File: config.mk
export PLATFORM = sky130hd
export DESIGN_NAME = frame_transfer
export DESIGN_NICKNAME = d
export VERILOG_FILES = /design/src/rtl/frame_transfer.sv
export SDC_FILE = /design/constraint.sdc
export NUM_CORES = 1
export LEC_CHECK = 0
export CORE_UTILIZATION = 38
export CTS_CLUSTER_SIZE = 16
export DETAILED_ROUTE_END_ITERATION = 16
export GPL_ROUTABILITY_DRIVEN = 1
export PLACE_DENSITY = 0.8
export RECOVER_POWER = 25
export SYNTH_ARGS = -nofsm -noshare
export SYNTH_HDL_FRONTEND = slang
export SYNTH_SLANG_ARGS = --single-unit
File: constraint.sdc
create_clock -name i_clk -period 1.9 [get_ports i_clk]
set_input_delay 0.57 -clock i_clk [delete_from_list [all_inputs] [get_ports i_clk]]
set_output_delay 0.57 -clock i_clk [all_outputs]
set_load 0.005 [all_outputs]
File: src/rtl/frame_transfer.sv
// -----------------------------------------------------------------------------
// frame_transfer
//
// Copy stage between the next-target framebuffer (filled by the protocol
// receiver) and the target framebuffer (read by the animator). Once a full
// frame has arrived, the block waits for the next driver latch boundary.
// It then streams all c_ledboards*32 channel values from the next buffer into
// the target buffer, together with the frame's time and type tags.
//
// Optional build macro:
//   FRAME_TRANSFER_IMMEDIATE_EN - when defined, the copy starts one cycle after
//   the frame is armed and does not wait for a latch edge (i_lat is unused).
//   When undefined (default), the swap is synchronised to the rising i_lat.
//
// Ports:
//   i_clk        system clock (2 MHz); all logic on the rising edge
//   i_rst        synchronous active-high reset
//   i_frame_done one-cycle pulse: a complete frame is in the next buffer
//   i_lat        driver latch; a rising edge marks the frame boundary
//   i_rdata      next-buffer read data, valid one cycle after o_raddr
//   i_time       next-buffer time tag
//   i_type       next-buffer type tag
//   o_raddr      next-buffer read address (0 whenever no copy is running)
//   o_wen        target-buffer write enable
//   o_waddr      target-buffer write address (0 outside the write window)
//   o_wdata      target-buffer write data (0 outside the write window)
//   o_time       time tag captured at the start of the copy
//   o_type       type tag captured at the start of the copy
//   o_busy       high while copying and during the final flush cycle
//   o_swapped    one-cycle pulse: transfer complete
//   o_overrun    one-cycle pulse: a frame arrived while one was already pending
// -----------------------------------------------------------------------------
module frame_transfer #(
    parameter  int c_ledboards = 30,
    parameter  int c_bpc       = 12,
    parameter  int c_max_time  = 1024,
    parameter  int c_max_type  = 64,
    localparam int c_channels  = c_ledboards * 32,
    localparam int c_addr_w    = $clog2(c_channels),
    localparam int c_time_w    = $clog2(c_max_time),
    localparam int c_type_w    = $clog2(c_max_type)
) (
    input  logic                i_clk,
    input  logic                i_rst,
    input  logic                i_frame_done,
    input  logic                i_lat,
    input  logic [c_bpc-1:0]    i_rdata,
    input  logic [c_time_w-1:0] i_time,
    input  logic [c_type_w-1:0] i_type,
    output logic [c_addr_w-1:0] o_raddr,
    output logic                o_wen,
    output logic [c_addr_w-1:0] o_waddr,
    output logic [c_bpc-1:0]    o_wdata,
    output logic [c_time_w-1:0] o_time,
    output logic [c_type_w-1:0] o_type,
    output logic                o_busy,
    output logic                o_swapped,
    output logic                o_overrun
);

    localparam logic [c_addr_w-1:0] c_last = c_addr_w'(c_channels - 1);
    localparam logic [c_addr_w-1:0] c_zero = {c_addr_w{1'b0}};

    typedef enum logic [1:0] {
        ST_IDLE  = 2'd0,
        ST_ARMED = 2'd1,
        ST_COPY  = 2'd2,
        ST_FLUSH = 2'd3
    } state_t;

    state_t              state_r;
    state_t              state_s;
    logic                pending_r;
    logic                pending_s;
    logic                lat_q_r;
    logic                go_s;
    logic                start_s;
    logic                overrun_s;
    logic                last_s;
    logic                copy_s;
    logic [c_addr_w-1:0] raddr_s;

`ifdef FRAME_TRANSFER_IMMEDIATE_EN
    // Armed frames are copied straight away; the latch input plays no part.
    assign go_s = 1'b1;
`else
    // Rising latch edge, usable in the same cycle it is seen.
    assign go_s = i_lat & ~lat_q_r;
`endif

    assign copy_s = (state_r == ST_COPY);
    // The address counter stops at the last channel and never wraps.
    assign last_s = (o_raddr == c_last);

    // Next-state, pending-frame and overrun decode.
    always_comb begin
        state_s   = state_r;
        pending_s = pending_r;
        overrun_s = 1'b0;
        start_s   = 1'b0;
        case (state_r)
            ST_IDLE: begin
                // A latch edge arriving together with the frame does not start
                // the copy; the frame only becomes armed.
                if (i_frame_done) begin
                    state_s = ST_ARMED;
                end else begin
                    state_s = ST_IDLE;
                end
            end
            ST_ARMED: begin
                // A second frame simply overwrites the armed one in the buffer.
                if (i_frame_done) begin
                    overrun_s = 1'b1;
                end else begin
                    overrun_s = 1'b0;
                end
                if (go_s) begin
                    state_s = ST_COPY;
                    start_s = 1'b1;
                end else begin
                    state_s = ST_ARMED;
                end
            end
            ST_COPY: begin
                if (i_frame_done) begin
                    pending_s = 1'b1;
                    overrun_s = pending_r;
                end else begin
                    pending_s = pending_r;
                end
                if (last_s) begin
                    state_s = ST_FLUSH;
                end else begin
                    state_s = ST_COPY;
                end
            end
            ST_FLUSH: begin
                // A frame landing in the flush cycle counts as pending too.
                overrun_s = i_frame_done & pending_r;
                if (pending_r || i_frame_done) begin
                    state_s = ST_ARMED;
                end else begin
                    state_s = ST_IDLE;
                end
                pending_s = 1'b0;
            end
            default: begin
                state_s   = ST_IDLE;
                pending_s = 1'b0;
            end
        endcase
    end

    // Next read address: counts only while copying, otherwise parked at 0 so
    // the bus can be OR-merged with other address sources.
    always_comb begin
        raddr_s = c_zero;
        if (copy_s && !last_s) begin
            raddr_s = o_raddr + c_addr_w'(1);
        end else begin
            raddr_s = c_zero;
        end
    end

    // Control state, latch history and status pulses.
    always_ff @(posedge i_clk) begin
        if (i_rst) begin
            state_r   <= ST_IDLE;
            pending_r <= 1'b0;
            lat_q_r   <= 1'b0;
            o_busy    <= 1'b0;
            o_swapped <= 1'b0;
            o_overrun <= 1'b0;
        end else begin
            state_r   <= state_s;
            pending_r <= pending_s;
            lat_q_r   <= i_lat;
            o_busy    <= (state_s == ST_COPY) || (state_s == ST_FLUSH);
            o_swapped <= (state_s == ST_FLUSH);
            o_overrun <= overrun_s;
        end
    end

    // Read address and the write side, which trails the read side by the
    // one-cycle read latency of the next buffer.
    always_ff @(posedge i_clk) begin
        if (i_rst) begin
            o_raddr <= c_zero;
            o_wen   <= 1'b0;
            o_waddr <= c_zero;
        end else begin
            o_raddr <= raddr_s;
            o_wen   <= copy_s;
            o_waddr <= copy_s ? o_raddr : c_zero;
        end
    end

    // Frame tags are captured once at copy start and held until the next one.
    always_ff @(posedge i_clk) begin
        if (i_rst) begin
            o_time <= {c_time_w{1'b0}};
            o_type <= {c_type_w{1'b0}};
        end else if (start_s) begin
            o_time <= i_time;
            o_type <= i_type;
        end else begin
            o_time <= o_time;
            o_type <= o_type;
        end
    end

    // Read data already arrives in the write cycle, so it passes straight
    // through; it is forced to 0 outside the write window.
    assign o_wdata = o_wen ? i_rdata : {c_bpc{1'b0}};

endmodule

==> out/qor.yml, run 1 <==
min_period_over_period: 0.964
max_stage_delay_ns: 0.54
min_path_type: "flip-flop to flip-flop"
antenna_left: 0
hold_viol_final: 0
syn_area_um2: 1580
intPower_w: 0.00145
core_area_um2: 4000
maxCapViolations: 0
cts.clk_slew.worst_paths_ns: 0.08
die_h_um: 66.5
critical_path.top_delay_family: "buffers and inverters"
syn_to_final_growth_pct: 61.3
diodes: 0
relSlewSlack: 0.565
drive_gt1_frac: 0.125
grt_pass1_vias: 1172
setup_viol: 0
synth.ff_latch_count: 43
wl_per_cell_um: 11.6
p_clk_frac: 0.398
cts_sinks: 43
place_area_um2: 2500
final_cell_area_um2: 2550
port_buffers: 83
fp-row-count: 23
final_util: 0.637
antenna_found_initial: 0
finalNetCount: 296
drtIter0Drc: 48
async_reset_ff_frac: 0
drcViolationCount: 0
synth_nets: 206
cp.arrival_ns: 1.26
p_seq_frac: 0.512
yosysTopAreaCell: "dfxtp_1"
detailedRoute.firstPassIterationCount: 6
start_util: 0.395
synth_edf_count: 0
numCtsBuffers: 5
grt_pass1_wl_mm: 5.34
synth_top_area_share: 0.545
clk_path_buf_depth: 2
drv_slew: 0
cts_root_buf: "clkbuf_8"
ys_warn_count: 0
path_buf_inv: 1
p_per_area_nw_per_um2: 715
synth.distinct_cells: 30
dp_hpwl_mm: 2.73
ctsHtreeMaxLevel: 2
synth-main-ff-cell: "dfxtp_1"
die_w_um: 66.5
wl_mm: 3.65
cp_max_fo: 6
fmax_ghz: 0.546
vias: 1496
fin_skew_ns: 0.00853
netlist_instances: 173
post_cts_buffers: 0
status: "completed"
dieArea_um2: 4420
endpoint_kind: "output pin"
combPwrFrac: 0.089
ios: 84
p_leak_nw: 0.960
switchingPower_w: 0.000369
cpMaxStageDelayCell: "clkdlybuf4s50_1"
fin_crit_ns: 1.83
worstMarginPinSlew_ns: 0.649
critical_path_class: "flip-flop to output pin"
clk_latency_ns: 0.29
path_cells: "clkdlybuf4s50_1"
avgSynthCellArea_um2: 9.13
via_per_inst: 4.76
grt_remaining_overflow: 0
vdd_drop_max_v: 0.000667
globalplace.congestion: 0.782
yosysSeqAreaShare: 0.545
cp.required_ns: 1.33
grt_max_degree: 22
synth_area_leaders: "dfxtp_1 (55%), and2_1 (8.7%), nand2_1 (8.3%)"
swShare: 0.202
cts_tree: "done"
worstSetupStartpointType: "flip-flop"
rsz0062_at_grt: "false"
track_usage: 0.162
per-stage QoR:
stage                     worst slack [ns]  hold slack, ns  total power, W  instances  setup TNS [ns]
after floorplan                      0.475           0.453         0.00101        173               0
after global placement              -0.317           0.441         0.00112        306           -3.52
after detailed placement            -0.321           0.448         0.00113        306           -3.55
after CTS                          0.00677           0.458         0.00183        314               0
after global routing               0.00512           0.476         0.00189        314               0
final                               0.0683           0.456         0.00182        314               0
cell type report:
cell class | instances | area, um2
clock buffers | 6 | 82.6
fillers | 358 | 1450
inverters | 2 | 7.51
flip-flops and latches | 43 | 862
multi-input cells | 119 | 667
repair buffers | 92 | 831
clock inverters | 2 | 35.0
well taps | 50 | 62.6
cells in the final DEF (no fill, tap or decap), drive strengths merged:
| master | netlist | final |
|---|---|---|
| or2b | 1 | 1 |
| nor3b | 1 | 1 |
| xor2 | 2 | 2 |
| nand3 | 3 | 3 |
| nor2 | 6 | 6 |
| or3b | 1 | 1 |
| xnor2 | 1 | 1 |
| clkbuf | 3 | 15 |
| o31ai | 2 | 2 |
| and4bb | 1 | 1 |
| dfxtp | 43 | 43 |
| or4 | 1 | 1 |
| nand4 | 2 | 2 |
| o21ai | 5 | 5 |
| inv | 2 | 2 |
| nand4b | 1 | 1 |
| buf | 6 | 12 |
| bufinv | 0 | 1 |
| a21oi | 23 | 23 |
| nand4bb | 1 | 1 |
| a2111oi | 1 | 1 |
| clkinv | 0 | 1 |
| dlygate4sd3 | 0 | 2 |
| mux2i | 1 | 1 |
| and2 | 22 | 22 |
| ha | 1 | 1 |
| nor2b | 1 | 1 |
| clkdlybuf4s50 | 0 | 69 |
| nor4 | 1 | 1 |
| nand2 | 35 | 35 |
| or2 | 1 | 1 |
| a211oi | 1 | 1 |
| or3 | 4 | 4 |
path summary, 6_finish.rpt:
path	start	end	slack, ns	depth (start not counted)
min reg2reg	o_type[0]$_SDFFE_PP0P_	o_type[0]$_SDFFE_PP0P_	0.46	2
min	o_type[0]$_SDFFE_PP0P_	o_type[0]$_SDFFE_PP0P_	0.46	2
max	o_raddr[1]$_SDFF_PP0_	o_raddr[1]	0.07	1
max reg2reg	o_raddr[1]$_SDFF_PP0_	o_raddr[3]$_SDFF_PP0_	0.18	4
worst register-to-register path, cell delays in order (launching register included):
cell and delay [ns]:
dfxtp_1 0.44, ha_1 0.28, nand2_1 0.17, o31ai_2 0.61
nor2_1 0.10
cells by family (layout without fill, tap and decap cells):
kind of cell	after synthesis	in the layout	synth area share
adders and majority gates	1	1	0.00792
muxes	1	1	0.00634
DFF	43	43	0.545
xor gates and xnor gates	3	3	0.0166
buffers and inverters	11	102	0.0309
AOI/OAI and AO/OA	32	32	0.112
and+or+nand+nor	82	82	0.281
synth_stat cells, types with 2 or more instances:
cell type  instances
dfxtp_1           43
nand2_1           35
a21oi_1           23
and2_1            22
buf_2              6
nor2_1             6
o21ai_0            5
or3_1              4
clkbuf_1           3
nand3_1            3
inv_1              2
nand4_1            2
xor2_1             2
power groups by stage:
stage	Clock, W	Sequential (W)	Combinational, W
after global routing	0.000773	0.000936	0.000178
after global placement	0	0.000954	0.000168
after detailed placement	0	0.000955	0.000170
final	0.000725	0.000933	0.000163
after floorplan	0	0.000956	0.0000500
after CTS	0.000732	0.000934	0.000169
flip-flops by register name, indices dropped and copies added, names as in the netlist, 6 cells and up:
name and flops:
o_time 10, o_raddr 10, o_waddr 10, o_type 6
what timing repair did:
item	4_1_cts	5_1_grt
endpoints found under the setup margin	13	6
hold buffers	0	0
gates resized for setup	35	6
per-layer routing:
metal  wire (um)  vias up  track usage
li1            -      757            -
met1        1540      679        0.194
met2        1740       53        0.260
met3         285        7       0.0514
met4          75        0       0.0771
met5           0        -            0
Note: power is estimated with default switching activity, not from simulation.
==> inputs of run 2 (changes only) <==
- ABC_CLOCK_PERIOD_IN_PS: default -> 1900
- GPL_ROUTABILITY_DRIVEN: 1 -> default
==> results of run 2 <==
No change in the layout: final DEF, timing and power equal those of run 1.
==> inputs of run 3 (changes only) <==
- CAP_MARGIN: default -> 20
==> results of run 3 <==
No change in the layout: final DEF, timing and power equal those of run 1.
